<file path="src/rtl/accel_mem_arbiter_rr.sv">
// accel_mem_arbiter_rr
//   Registered N-port arbiter that shares one single-port RAM between the CPU
//   (index 0) and the accelerator masters (FFT, crypto, DMA, ...).
//   Requests use a valid/ready handshake. Arbitration is either fixed priority
//   (lowest index wins) or round-robin with a per-requester burst limit.
//   The granted command is registered onto the RAM port one cycle after the
//   handshake. Read data is routed back to the issuing requester exactly
//   RAM_LAT cycles after the registered RAM read command.
//
// Ports
//   clk, rst_n      clock (rising edge), asynchronous active-low reset
//   rr_mode         0 = fixed priority, 1 = round-robin
//   req_valid       per-requester request valid
//   req_write       per-requester write flag
//   req_addr        flattened addresses, requester i at [i*ADDR_W +: ADDR_W]
//   req_wdata       flattened write data, requester i at [i*DATA_W +: DATA_W]
//   req_ready       one-hot combinational grant/accept
//   rsp_valid       one-hot read-response pulse
//   rsp_rdata       read data shared by all requesters, qualified by rsp_valid
//   ram_valid/ram_write/ram_addr/ram_wdata   registered RAM command
//   ram_rdata       RAM read data
//   grant_cnt       per-requester saturating 16-bit transfer counters
//                   (only when ARB_PERF_EN is defined)
//
// Build option
//   ARB_PERF_EN     adds grant_cnt and its counters.

module accel_mem_arbiter_rr #(
    parameter int NUM_REQ   = 3,
    parameter int ADDR_W    = 19,
    parameter int DATA_W    = 19,
    parameter int RAM_LAT   = 1,
    parameter int MAX_BURST = 4
) (
    input  logic                      clk,
    input  logic                      rst_n,
    input  logic                      rr_mode,
    input  logic [NUM_REQ-1:0]        req_valid,
    input  logic [NUM_REQ-1:0]        req_write,
    input  logic [NUM_REQ*ADDR_W-1:0] req_addr,
    input  logic [NUM_REQ*DATA_W-1:0] req_wdata,
    output logic [NUM_REQ-1:0]        req_ready,
    output logic [NUM_REQ-1:0]        rsp_valid,
    output logic [DATA_W-1:0]         rsp_rdata,
    output logic                      ram_valid,
    output logic                      ram_write,
    output logic [ADDR_W-1:0]         ram_addr,
    output logic [DATA_W-1:0]         ram_wdata,
    input  logic [DATA_W-1:0]         ram_rdata
`ifdef ARB_PERF_EN
    ,
    output logic [NUM_REQ*16-1:0]     grant_cnt
`endif
);

    localparam int IDX_W = (NUM_REQ > 1) ? $clog2(NUM_REQ) : 1;

    // Arbitration state
    logic [IDX_W-1:0] ptr_q, ptr_d;
    logic [3:0]       burst_q, burst_d;
    logic             last_vld_q, last_vld_d;
    logic [IDX_W-1:0] last_idx_q, last_idx_d;

    // RAM command stage
    logic              ram_valid_q, ram_valid_d;
    logic              ram_write_q, ram_write_d;
    logic [ADDR_W-1:0] ram_addr_q, ram_addr_d;
    logic [DATA_W-1:0] ram_wdata_q, ram_wdata_d;

    // Read-response tracking: one-hot requester ID per pipe stage
    logic [RAM_LAT-1:0][NUM_REQ-1:0] pipe_q, pipe_d;
    logic [NUM_REQ-1:0]              rsp_valid_q, rsp_valid_d;
    logic [DATA_W-1:0]               rsp_rdata_q, rsp_rdata_d;

    // Combinational arbitration results
    logic               fx_found, rr_found;
    logic [IDX_W-1:0]   fx_idx, rr_idx, scan_idx;
    logic               grant_vld;
    logic [IDX_W-1:0]   grant_idx;
    logic [NUM_REQ-1:0] grant_oh;
    logic               xfer;
    logic               sel_write;
    logic [ADDR_W-1:0]  sel_addr;
    logic [DATA_W-1:0]  sel_wdata;

    always_comb begin
        // Fixed priority: lowest valid index.
        fx_found = 1'b0;
        fx_idx   = '0;
        for (int unsigned i = 0; i < NUM_REQ; i++) begin
            if (!fx_found && req_valid[i]) begin
                fx_found = 1'b1;
                fx_idx   = IDX_W'(i);
            end
        end

        // Round-robin: first valid index starting at the pointer, wrapping.
        rr_found = 1'b0;
        rr_idx   = '0;
        scan_idx = '0;
        for (int unsigned k = 0; k < NUM_REQ; k++) begin
            scan_idx = IDX_W'((32'(ptr_q) + k) % NUM_REQ);
            if (!rr_found && req_valid[scan_idx]) begin
                rr_found = 1'b1;
                rr_idx   = scan_idx;
            end
        end

        grant_vld  = 1'b0;
        grant_idx  = '0;
        ptr_d      = ptr_q;
        burst_d    = burst_q;
        last_vld_d = last_vld_q;
        last_idx_d = last_idx_q;

        if (!rr_mode) begin
            // Fixed mode also forgets the last grantee so a later switch to
            // round-robin starts a fresh search from index 0.
            grant_vld  = fx_found;
            grant_idx  = fx_idx;
            ptr_d      = '0;
            burst_d    = '0;
            last_vld_d = 1'b0;
        end else if (last_vld_q && req_valid[last_idx_q] && (burst_q < 4'(MAX_BURST))) begin
            grant_vld = 1'b1;
            grant_idx = last_idx_q;
            burst_d   = burst_q + 4'd1;
        end else if (rr_found) begin
            // A lone requester is found again here, so the burst limit
            // never idles the bus.
            grant_vld  = 1'b1;
            grant_idx  = rr_idx;
            burst_d    = 4'd1;
            ptr_d      = (rr_idx == IDX_W'(NUM_REQ - 1)) ? '0 : rr_idx + IDX_W'(1);
            last_vld_d = 1'b1;
            last_idx_d = rr_idx;
        end

        grant_oh = '0;
        if (grant_vld) begin
            grant_oh[grant_idx] = 1'b1;
        end
    end

    assign req_ready = grant_oh & {NUM_REQ{rst_n}};
    assign xfer      = |req_ready;

    always_comb begin
        sel_write = 1'b0;
        sel_addr  = '0;
        sel_wdata = '0;
        for (int unsigned i = 0; i < NUM_REQ; i++) begin
            if (grant_oh[i]) begin
                sel_write = req_write[i];
                sel_addr  = req_addr[i*ADDR_W +: ADDR_W];
                sel_wdata = req_wdata[i*DATA_W +: DATA_W];
            end
        end

        ram_valid_d = xfer;
        ram_write_d = xfer ? sel_write : ram_write_q;
        ram_addr_d  = xfer ? sel_addr  : ram_addr_q;
        ram_wdata_d = xfer ? sel_wdata : ram_wdata_q;

        // Stage 0 is loaded on the same edge as ram_valid; the response is
        // registered from the last stage, landing RAM_LAT cycles after it.
        pipe_d    = '0;
        pipe_d[0] = (xfer && !sel_write) ? req_ready : '0;
        for (int unsigned k = 1; k < RAM_LAT; k++) begin
            pipe_d[k] = pipe_q[k-1];
        end

        rsp_valid_d = pipe_q[RAM_LAT-1];
        rsp_rdata_d = (|pipe_q[RAM_LAT-1]) ? ram_rdata : rsp_rdata_q;
    end

    always_ff @(posedge clk or negedge rst_n) begin
        if (!rst_n) begin
            ptr_q       <= '0;
            burst_q     <= '0;
            last_vld_q  <= 1'b0;
            last_idx_q  <= '0;
            ram_valid_q <= 1'b0;
            ram_write_q <= 1'b0;
            ram_addr_q  <= '0;
            ram_wdata_q <= '0;
            pipe_q      <= '0;
            rsp_valid_q <= '0;
            rsp_rdata_q <= '0;
        end else begin
            ptr_q       <= ptr_d;
            burst_q     <= burst_d;
            last_vld_q  <= last_vld_d;
            last_idx_q  <= last_idx_d;
            ram_valid_q <= ram_valid_d;
            ram_write_q <= ram_write_d;
            ram_addr_q  <= ram_addr_d;
            ram_wdata_q <= ram_wdata_d;
            pipe_q      <= pipe_d;
            rsp_valid_q <= rsp_valid_d;
            rsp_rdata_q <= rsp_rdata_d;
        end
    end

    assign ram_valid = ram_valid_q;
    assign ram_write = ram_write_q;
    assign ram_addr  = ram_addr_q;
    assign ram_wdata = ram_wdata_q;
    assign rsp_valid = rsp_valid_q;
    assign rsp_rdata = rsp_rdata_q;

`ifdef ARB_PERF_EN
    logic [NUM_REQ*16-1:0] cnt_q, cnt_d;

    always_comb begin
        cnt_d = cnt_q;
        for (int unsigned i = 0; i < NUM_REQ; i++) begin
            if (req_ready[i] && (cnt_q[i*16 +: 16] != 16'hFFFF)) begin
                cnt_d[i*16 +: 16] = cnt_q[i*16 +: 16] + 16'd1;
            end
        end
    end

    always_ff @(posedge clk or negedge rst_n) begin
        if (!rst_n) begin
            cnt_q <= '0;
        end else begin
            cnt_q <= cnt_d;
        end
    end

    assign grant_cnt = cnt_q;
`endif

endmodule

</file>
<file path="config.mk">
export PLATFORM = sky130hd
export DESIGN_NAME = accel_mem_arbiter_rr
export DESIGN_NICKNAME = d
export VERILOG_FILES = /design/src/rtl/accel_mem_arbiter_rr.sv
export SDC_FILE = /design/constraint.sdc
export NUM_CORES = 1
export LEC_CHECK = 0
export BUFFER_PORTS_ARGS = -buffer_cell sky130_fd_sc_hd__buf_4
export CAP_MARGIN = 20
export CORE_MARGIN = 2
export CORE_UTILIZATION = 45
export CTS_CLUSTER_DIAMETER = 50
export DETAILED_ROUTE_END_ITERATION = 10
export PLACE_DENSITY_LB_ADDON = 0.08
export REMOVE_ABC_BUFFERS = 1
export SYNTH_ARGS = -nofsm -noshare
export SYNTH_HDL_FRONTEND = slang
export SYNTH_SLANG_ARGS = --single-unit
</file>
<file path="constraint.sdc">
create_clock -name clk -period 3 [get_ports clk]
set_input_delay 0.45 -clock clk [delete_from_list [all_inputs] [get_ports clk]]
set_output_delay 0.45 -clock clk [all_outputs]
set_load 0.05 [all_outputs]
</file>
==> impl.org, run 1 <==
** Floorplanning
- Pin placement for this block handled between 200 and 250 I/O pins.
- The floorplan step defined a core boundary enclosing ~8300 µm².
- Die width :: between 90 and 100 µm
- Area of the die :: between 9000 and 10000 µm²
- The initial utilization of the core area, before any placement, comes to 0.466.
- The initialized floorplan defines 33 standard-cell rows.
- The die is roughly 96 µm tall.

** Layout
- The top cell types in the final layout, fill and taps aside, are buf_4 (227), dfrtp_1 (73), mux2i_1 (41), a32oi_1 (38), o21ai_1 (31).
- Final core utilization :: 0.718
- The number of antenna diodes in the final layout is 0.
- The net count of the finished layout is 691.
- In the final layout, the share of cells above drive strength 1 is 0.565.
- Layout-stage area growth over the synthesis result :: 54.2%
- Non-filler cells, final :: around 650
- Commonest non-fill, non-tap cell in the layout :: buf_4

** Synthesis
- For this run, the number of Yosys warnings is 0.
- Xor/xnor cell area share of the yosys netlist :: 0
- The compound-cell area share of the yosys netlist is 0.199.
- The cell count after synthesis came out at roughly 330.
- Share of synthesized cell area in and, or, nand and nor gates :: 0.0781
- Synthesized area divided by synthesized cell count :: between 10 and 15 µm²
- Portion of the post-synthesis area used by sequential elements :: 0.482
- Share of synthesized area spent on multiplexers :: 0.169
- Number of enable flip-flop cells after synthesis :: 0
- The cell area that synthesis handed to floorplanning was a little under 4000 µm².
- In the synthesized netlist the async set-or-reset flop fraction comes to 1.00.
- After synthesis the netlist holds a flip-flop and latch count of 74.
- The most used flip-flop cell after synthesis is dfrtp_1.
- Post-synthesis adder-cell area fraction :: 0.0163
- After synthesis, the largest family of logic cells by area is compound AO/OA/AOI/OAI gates.
- Distinct cell type count after synthesis :: 52

** Drt
- Vias per inst :: between 5 and 6
- Wires add up to between 10 and 15 mm.
- For this run, design rule violations remaining after detail routing come to 0.
- For this block, the initial DRC count from the detailed router was slightly below 90.
- Final ANT Viol Nets :: 0
- For this block, the via count after detailed routing is 3557.
- In the final routed layout, each cell accounts on average for between 15 and 20 µm.
- The first detailed-routing pass ran for 4 iterations.

** Critical path
- Worst endpoint data arrival time :: 2.55 ns
- The worst register-to-register path begins at ptr_q[1].
- Start point of the critical path :: ptr_q[1]
- Kind of end point of the critical path :: output port
- At the worst endpoint, the required time is around 2.6 ns.
- The worst setup path is of the reg -> out kind.
- STA classifies the critical path startpoint as a flop.
- Of all nets on the critical path, the largest fanout is 8.

** Global route
- The number of global-route vias before repair is 3400.
- Total congestion overflow :: 0
- In the global route stage, overall resource usage came out at 0.233.
- Entering global routing, the biggest net connects 60 pins.
- The first global-routing pass estimated 16.6 mm of wire.
- The initial antenna violation count came to 0.

** Run
- Across the run, the number of max-cap violations was 0.

** Outcome
- The checks that failed: negative setup slack.
- Outcome :: finished, violations left

** STA
- The routed design could run at a clock period as short as around 3.0 ns.
- Headroom to the max-slew limit came out at 0.581.
- Of the available clock period, the critical path in the final layout requires 1.00.
- Fin. Hold Viols :: 0
- Slew Limit Fails :: 0
- Layout Skew :: around 0.0093 ns
- Derived from the worst setup path, the maximum achievable clock frequency is 333 MHz.
- Worst Setup Slack, final :: -0.00493 ns
- Setup-failing EPs final :: 1
- For the pin with the worst max-slew slack, the measured transition is approximately 0.63 ns.
- Unrepaired setup endpoints after global routing :: yes

** Min path
- Launch instance of the worst min-delay path :: req_write[1]
- Worst min-delay path class :: in -> reg

** Clock tree
- CTS HTree Levels :: 3
- TritonCTS clock tree :: built
- Clock-pin slew was measured on the worst setup and hold paths at roughly 0.080 ns.
- The clock passes through at most 2 buffers.
- In this run the clock root is driven by a clkbuf_8.
- For the worst-skew pair, the clock arrives at the later sink with an insertion delay of approximately 0.35 ns.
- Number of CTS-inserted buffers :: 9
- TritonCTS Sinks :: 74

** Power and ir drop
- The internal power of the cells totals approximately 3.5 mW.
- The share of total power dissipated in combinational logic is 0.634.
- The share of total power dissipated in the clock network is 0.118.
- VDD sags by at most 582 µV.
- Part of the total power dissipated in sequential elements :: 0.248
- In this run the static leakage power is about 2.9 nW.
- Power density over the cells :: 1160 nW/µm²
- After layout, the design draws a total of between 6 and 7 mW.
- For this design the total switching power over the nets is 3.39 mW.
- Of the total power, the share spent switching nets is 0.494.

** Place
- Total instance count after detailed placement :: about 620
- The HPWL after detailed placement is between 8 and 9 mm.
- Routability-driven placement finished with a final weighted congestion of around 0.83.
- In this run the tool buffered the top-level ports with a little over 200 buffer cells.
- Before CTS, the worst setup slack after placement is 0.0766 ns.
==> area by class of cell <==
cell class              count  area [µm²]
repair buffers            233        1780
multi-input cells         219        1930
flip-flops and latches     74        1850
well taps                 105         131
clock inverters             7        83.8
clock buffers               9         124
inverters                   7        28.8
fillers                   625        2330
==> kinds of logic after synthesis <==
family	Yosys count
adders and majority gates	5
buffers and inverters	34
muxes	62
and+or+nand+nor	49
AOI/OAI and AO/OA	103
DFF	74
==> critical path, cell delays in order, from the launching register on <==
cell and delay, ns:
dfrtp_1 0.41, buf_6 0.14, ha_4 0.29, buf_8 0.13
mux2i_1 0.20, nor2_1 0.07, nor4_2 0.22, o2bb2ai_2 0.15
o21ai_4 0.20, nand2b_4 0.20, nor2_4 0.04, buf_8 0.15
==> power groups by stage <==
stage | clock (mW) | combinational, mW | sequential (mW)
floorplan | 0 | 1.35 | 3.08
global placement | 0 | 3.95 | 1.69
detailed placement | 0 | 4.01 | 1.70
CTS | 0.831 | 4.26 | 1.70
global route | 0.871 | 4.61 | 1.76
finish | 0.811 | 4.35 | 1.70
==> state kept, by name, summed over array words and instances (netlist names), 2 cells and up <==
signal,flops
ram_addr,19
ram_wdata,19
rsp_rdata,19
burst_q,4
pipe_q,3
rsp_valid,3
last_idx_q,2
ptr_q,2
==> metrics by stage <==
step                      hold WS, ns  setup TNS, ns  instance area (µm²)
after floorplan                 0.154          -6.92                 3650
after global placement          0.266              0                 5420
after detailed placement        0.267              0                 5420
after CTS                       0.242        -0.0148                 5850
after global routing            0.244         -0.170                 5930
final                           0.260       -0.00493                 5930
==> synthesized netlist by cell type (4+ instances only) <==
library cell | instances | area share
a32oi_1 | 38 | 0.087
mux2i_1 | 42 | 0.11
clkbuf_1 | 8 | 0.0078
ha_1 | 5 | 0.016
inv_1 | 5 | 0.0049
buf_6 | 10 | 0.029
o21ai_1 | 32 | 0.042
nor2_1 | 8 | 0.0078
nor3_1 | 4 | 0.0052
o21ai_2 | 8 | 0.018
buf_2 | 8 | 0.010
mux2_2 | 19 | 0.056
dfrtp_1 | 74 | 0.48
nand2_1 | 12 | 0.012
==> final timing paths <==
| path | to | slack [ns] | depth (start not counted) |
|---|---|---|---|
| min in group asynchronous | last_idx_q[0] | 0.44 | 2 |
| hold reg to reg | rsp_valid[1] | 0.40 | 0 |
| max in group asynchronous | ptr_q[0] | 1.72 | 3 |
| hold / removal | pipe_q[1] | 0.26 | 2 |
| setup / recovery | req_ready[1] | -0.005 | 11 |
| setup reg to reg | ram_wdata[6] | 0.27 | 11 |
==> per-layer routing <==
layer,wire length (µm),GRT usage,vias up
li1,-,-,1689
met1,4350,0.293,1708
met2,5560,0.383,139
met3,769,0.0574,21
met4,255,0.104,0
met5,0,0,-
==> what timing repair did <==
action	in CTS	in global routing
pin swaps	5	6
setup buffers	12	4
hold endpoints to repair	2	0
setup endpoints to repair	3	3
gates resized for setup	27	10
hold buffers	1	0
No activity file was read; power rests on OpenSTA's default activity.
==> run 2: changes to the inputs <==
--- a/config.mk
+++ b/config.mk
@@ -8,7 +8,7 @@
 export BUFFER_PORTS_ARGS = -buffer_cell sky130_fd_sc_hd__buf_4
 export CAP_MARGIN = 20
 export CORE_MARGIN = 2
-export CORE_UTILIZATION = 45
+export CORE_UTILIZATION = 35
 export CTS_CLUSTER_DIAMETER = 50
 export DETAILED_ROUTE_END_ITERATION = 10
 export PLACE_DENSITY_LB_ADDON = 0.08
==> run 2 against run 1 <==
Against the previous run: the run still ends with negative setup slack left; total power is 0.62% lower; critical path depth is 1 lower; cell area hardly changed; final cell count is 5.2% higher; non-clock buffer count is 1 lower; combinational power is 1% lower; routed wire length is 5.7% higher; fmax hardly changed; sequential share of layout area hardly changed; largest cell class unchanged.
==> impl.org, run 2 (same netlist as run 1, synthesis figures left out) <==
** Outcome
- Outcome :: finished, violations left (unchanged)
- Failing checks: negative setup slack (unchanged).

** Drt
- Final ANT Viol Nets :: 0 (unchanged)
- Starting DRC count in detailed routing :: 124 (was 87)
- The routed length per placed instance is 16.8 µm (was 16.7 µm).
- The met1 wire length was 4.53 mm (was 4.35 mm).
- The highest metal layer used by the detailed router was met4 (unchanged).
- The total detailed-routing wirelength came to 11.6 mm (was 10.9 mm).
- Vias :: 3582 (was 3557)
- The wire length on met2 was 5.95 mm (was 5.56 mm).
- The post-route DRC violation count was 0 (unchanged).
- The per-cell via count in the routed design was 5.21 (was 5.44).
- The number of detailed-routing iterations run before antenna repair is 4 (unchanged).
- Wire length on met3 :: 1.02 mm (was 769 µm)

** Floorplanning
- The number of cell rows came to 38 (was 33).
- The area enclosed by the die boundary is 11800 µm² (was 9300 µm²).
- Height of the chip :: 109 µm (was 96.4 µm)
- The floorplan core area was 10800 µm² (was 8260 µm²).
- The number of top-level design ports was 207 (unchanged).
- The starting utilization of the core area came to 0.356 (was 0.466).
- Die width :: 109 µm (was 96.4 µm)

** STA
- The remaining max-slew budget at the tightest pin is 0.424 (was 0.581).
- The setup total negative slack came to -0.00749 ns (was -0.00493 ns).
- The shortest clock period the worst path allows after layout came to 3.01 ns (was 3.00 ns).
- The post-route clock period utilization was 1.00 (about the same).
- The final max-slew violation count came to 0 (unchanged).
- Unrepaired setup endpoints after global routing: yes (unchanged).
- The slew of the pin with the lowest slew margin was 0.864 ns (was 0.628 ns).
- Worst Setup Slack, final :: -0.00671 ns (was -0.00493 ns)
- Layout Skew :: 0.0124 ns (was 0.00933 ns)
- Max Clk Rate :: 333 MHz (about the same)
- The final-report setup violation count was 2 (was 1).
- Fin. Hold Viols :: 0 (unchanged)

** Critical path
- R2R Setup Slk :: 0.37 ns (was 0.27 ns)
- Worst endpoint data arrival time :: 2.56 ns (was 2.55 ns)
- The peak fanout along the critical path came to 5 (was 8).
- Startpoint Class :: flop (unchanged)
- Kind of end point of the critical path :: output port (unchanged)
- The critical setup path kind was reg -> out (unchanged).
- The required time of the critical path was 2.55 ns (about the same).
- The critical register-to-register path startpoint is ptr_q[1] (unchanged).
- Capturing point of the worst reg2reg path :: ram_addr[13] (was ram_wdata[6])
- R2r worst-path depth :: 11 (unchanged)

** Global route
- Number of global-route vias before repair :: 3604 (was 3400)
- The total track usage is 0.192 (was 0.233).
- Total congestion overflow :: 0 (unchanged)
- Initial antenna violation count :: 0 (unchanged)
- Global-route wire length before repair :: 17.6 mm (was 16.6 mm)
- The largest net degree at the start of global routing came to 79 (was 60).

** Power and ir drop
- The worst supply voltage drop on vdd came to 628 µV (was 582 µV).
- The power per standard cell area was 1150 nW/µm² (was 1160 nW/µm²).
- The leakage power came to 2.91 nW (was 2.92 nW).

** Min path
- Worst min-delay path class :: in -> async (was in -> reg)

** Clock tree
- The TritonCTS clock tree is built (unchanged).
- The H-tree depth came to 3 (unchanged).
- Clock latency at the later pin of the worst-skew pair :: 0.34 ns (was 0.35 ns)
- The number of sinks handled by clock tree synthesis came to 74 (unchanged).
- The clock edge transition at the registers on the reported setup and hold paths is 0.09 ns (was 0.08 ns).
- The root buffer cell is clkbuf_8 (unchanged).
- The worst-case clock buffer depth came to 2 (unchanged).
- The number of CTS-inserted buffers was 9 (unchanged).

** Place
- The routability congestion estimate from global placement is 0.810 (was 0.827).
- The instance area at placement is 5490 µm² (was 5420 µm²).
- IO buf count :: 206 (unchanged)
- Estimated wirelength of the detail-placed design :: 8.26 mm (was 8.05 mm)

** Layout
- Filler instances :: 950 (was 625)
- The area overhead of the layout relative to synthesis is 54.2% (about the same).
- Commonest non-fill, non-tap cell in the layout :: buf_4 (unchanged)
- The final net count is 690 (was 691).
- Highest-count cells in the layout ignoring fill and taps: buf_4 (228), dfrtp_1 (73), mux2i_1 (41), a32oi_1 (38), o21ai_1 (31) (was buf_4 (227), dfrtp_1 (73), mux2i_1 (41), a32oi_1 (38), o21ai_1 (31)).
- Share of cells above drive strength 1 :: 0.566 (was 0.565)
- Count of antenna diodes in the layout :: 0 (unchanged)
- Post-route design area :: 5930 µm² (about the same)

** Run
- Max-capacitance violation count :: 0 (unchanged)
==> run 2: changes by cell type in the layout (fill, tap and decap cells not counted), moves of 2 or more <==
| cell | delta |
|---|---|
| mux2i_4 | -2 |
| buf_8 | -3 |
| buf_6 | +2 |
| nor2_4 | -2 |
| mux2i_2 | +2 |
==> run 2: cell type report <==
type                            count  area, µm²  share of cell area
Sequential cell                    74       1850               0.313
Clock buffer                        9        124              0.0209
Timing Repair Buffer              232       1760               0.296
Tap cell                          140        175              0.0295
Inverter                            7       26.3             0.00443
Multi-Input combinational cell    219       1910               0.322
Clock inverter                      7       83.8              0.0141
==> run 2: how the worst max path moves through the flow <==
stage,from,end,slack (ns),cells past startpoint
floorplan,ptr_q[0],req_ready[0],-0.72,9
global placement,ptr_q[1],req_ready[1],0.26,10
detailed placement,ptr_q[1],req_ready[1],0.21,10
CTS,ptr_q[0],req_ready[1],-0.001,12
global route,ptr_q[0],req_ready[1],-0.11,10
finish,ptr_q[0],req_ready[1],-0.007,10
==> run 2: metal layers <==
| metal | GRT usage | vias up |
|---|---|---|
| met4 | 0.0522 | 0 |
| met3 | 0.0801 | 4 |
| met2 | 0.334 | 129 |
| li1 | - | 1688 |
| met5 | 0 | - |
| met1 | 0.217 | 1761 |
==> run 2: through the flow <==
stage / util / hold slack (ns) / instances / total power, mW / setup WS [ns]
after floorplan: - / 0.154 / 300 / 4.42 / -0.720
after global placement: 0.508 / 0.379 / 659 / 5.71 / 0.262
after detailed placement: 0.508 / 0.379 / 659 / 5.75 / 0.214
after CTS: 0.539 / 0.144 / 682 / 6.74 / -0.00147
after global routing: 0.549 / 0.160 / 688 / 7.21 / -0.111
final: 0.549 / 0.152 / 688 / 6.82 / -0.00671
==> run 2: critical path, stage by stage, from the launching register on <==
cell      delay [ns]
dfrtp_1         0.39
buf_4           0.16
ha_2            0.22
nand3b_1        0.18
o21ai_2         0.12
or4_4           0.51
nand3_4         0.11
o21ai_4         0.08
nand2b_4        0.19
nor2_2          0.10
buf_6           0.17
==> run 2: report_power, final <==
part | internal (mW) | total (mW) | switching, mW
logic | 1.60 | 4.30 | 2.70
registers | 1.44 | 1.69 | 0.257
clock network | 0.401 | 0.822 | 0.421
==> run 2: repair_timing <==
action	CTS	global route
hold buffers	0	0
endpoints found under the setup margin	3	3
pin swaps	6	9
resized for setup	17	12
buffers inserted	7	6
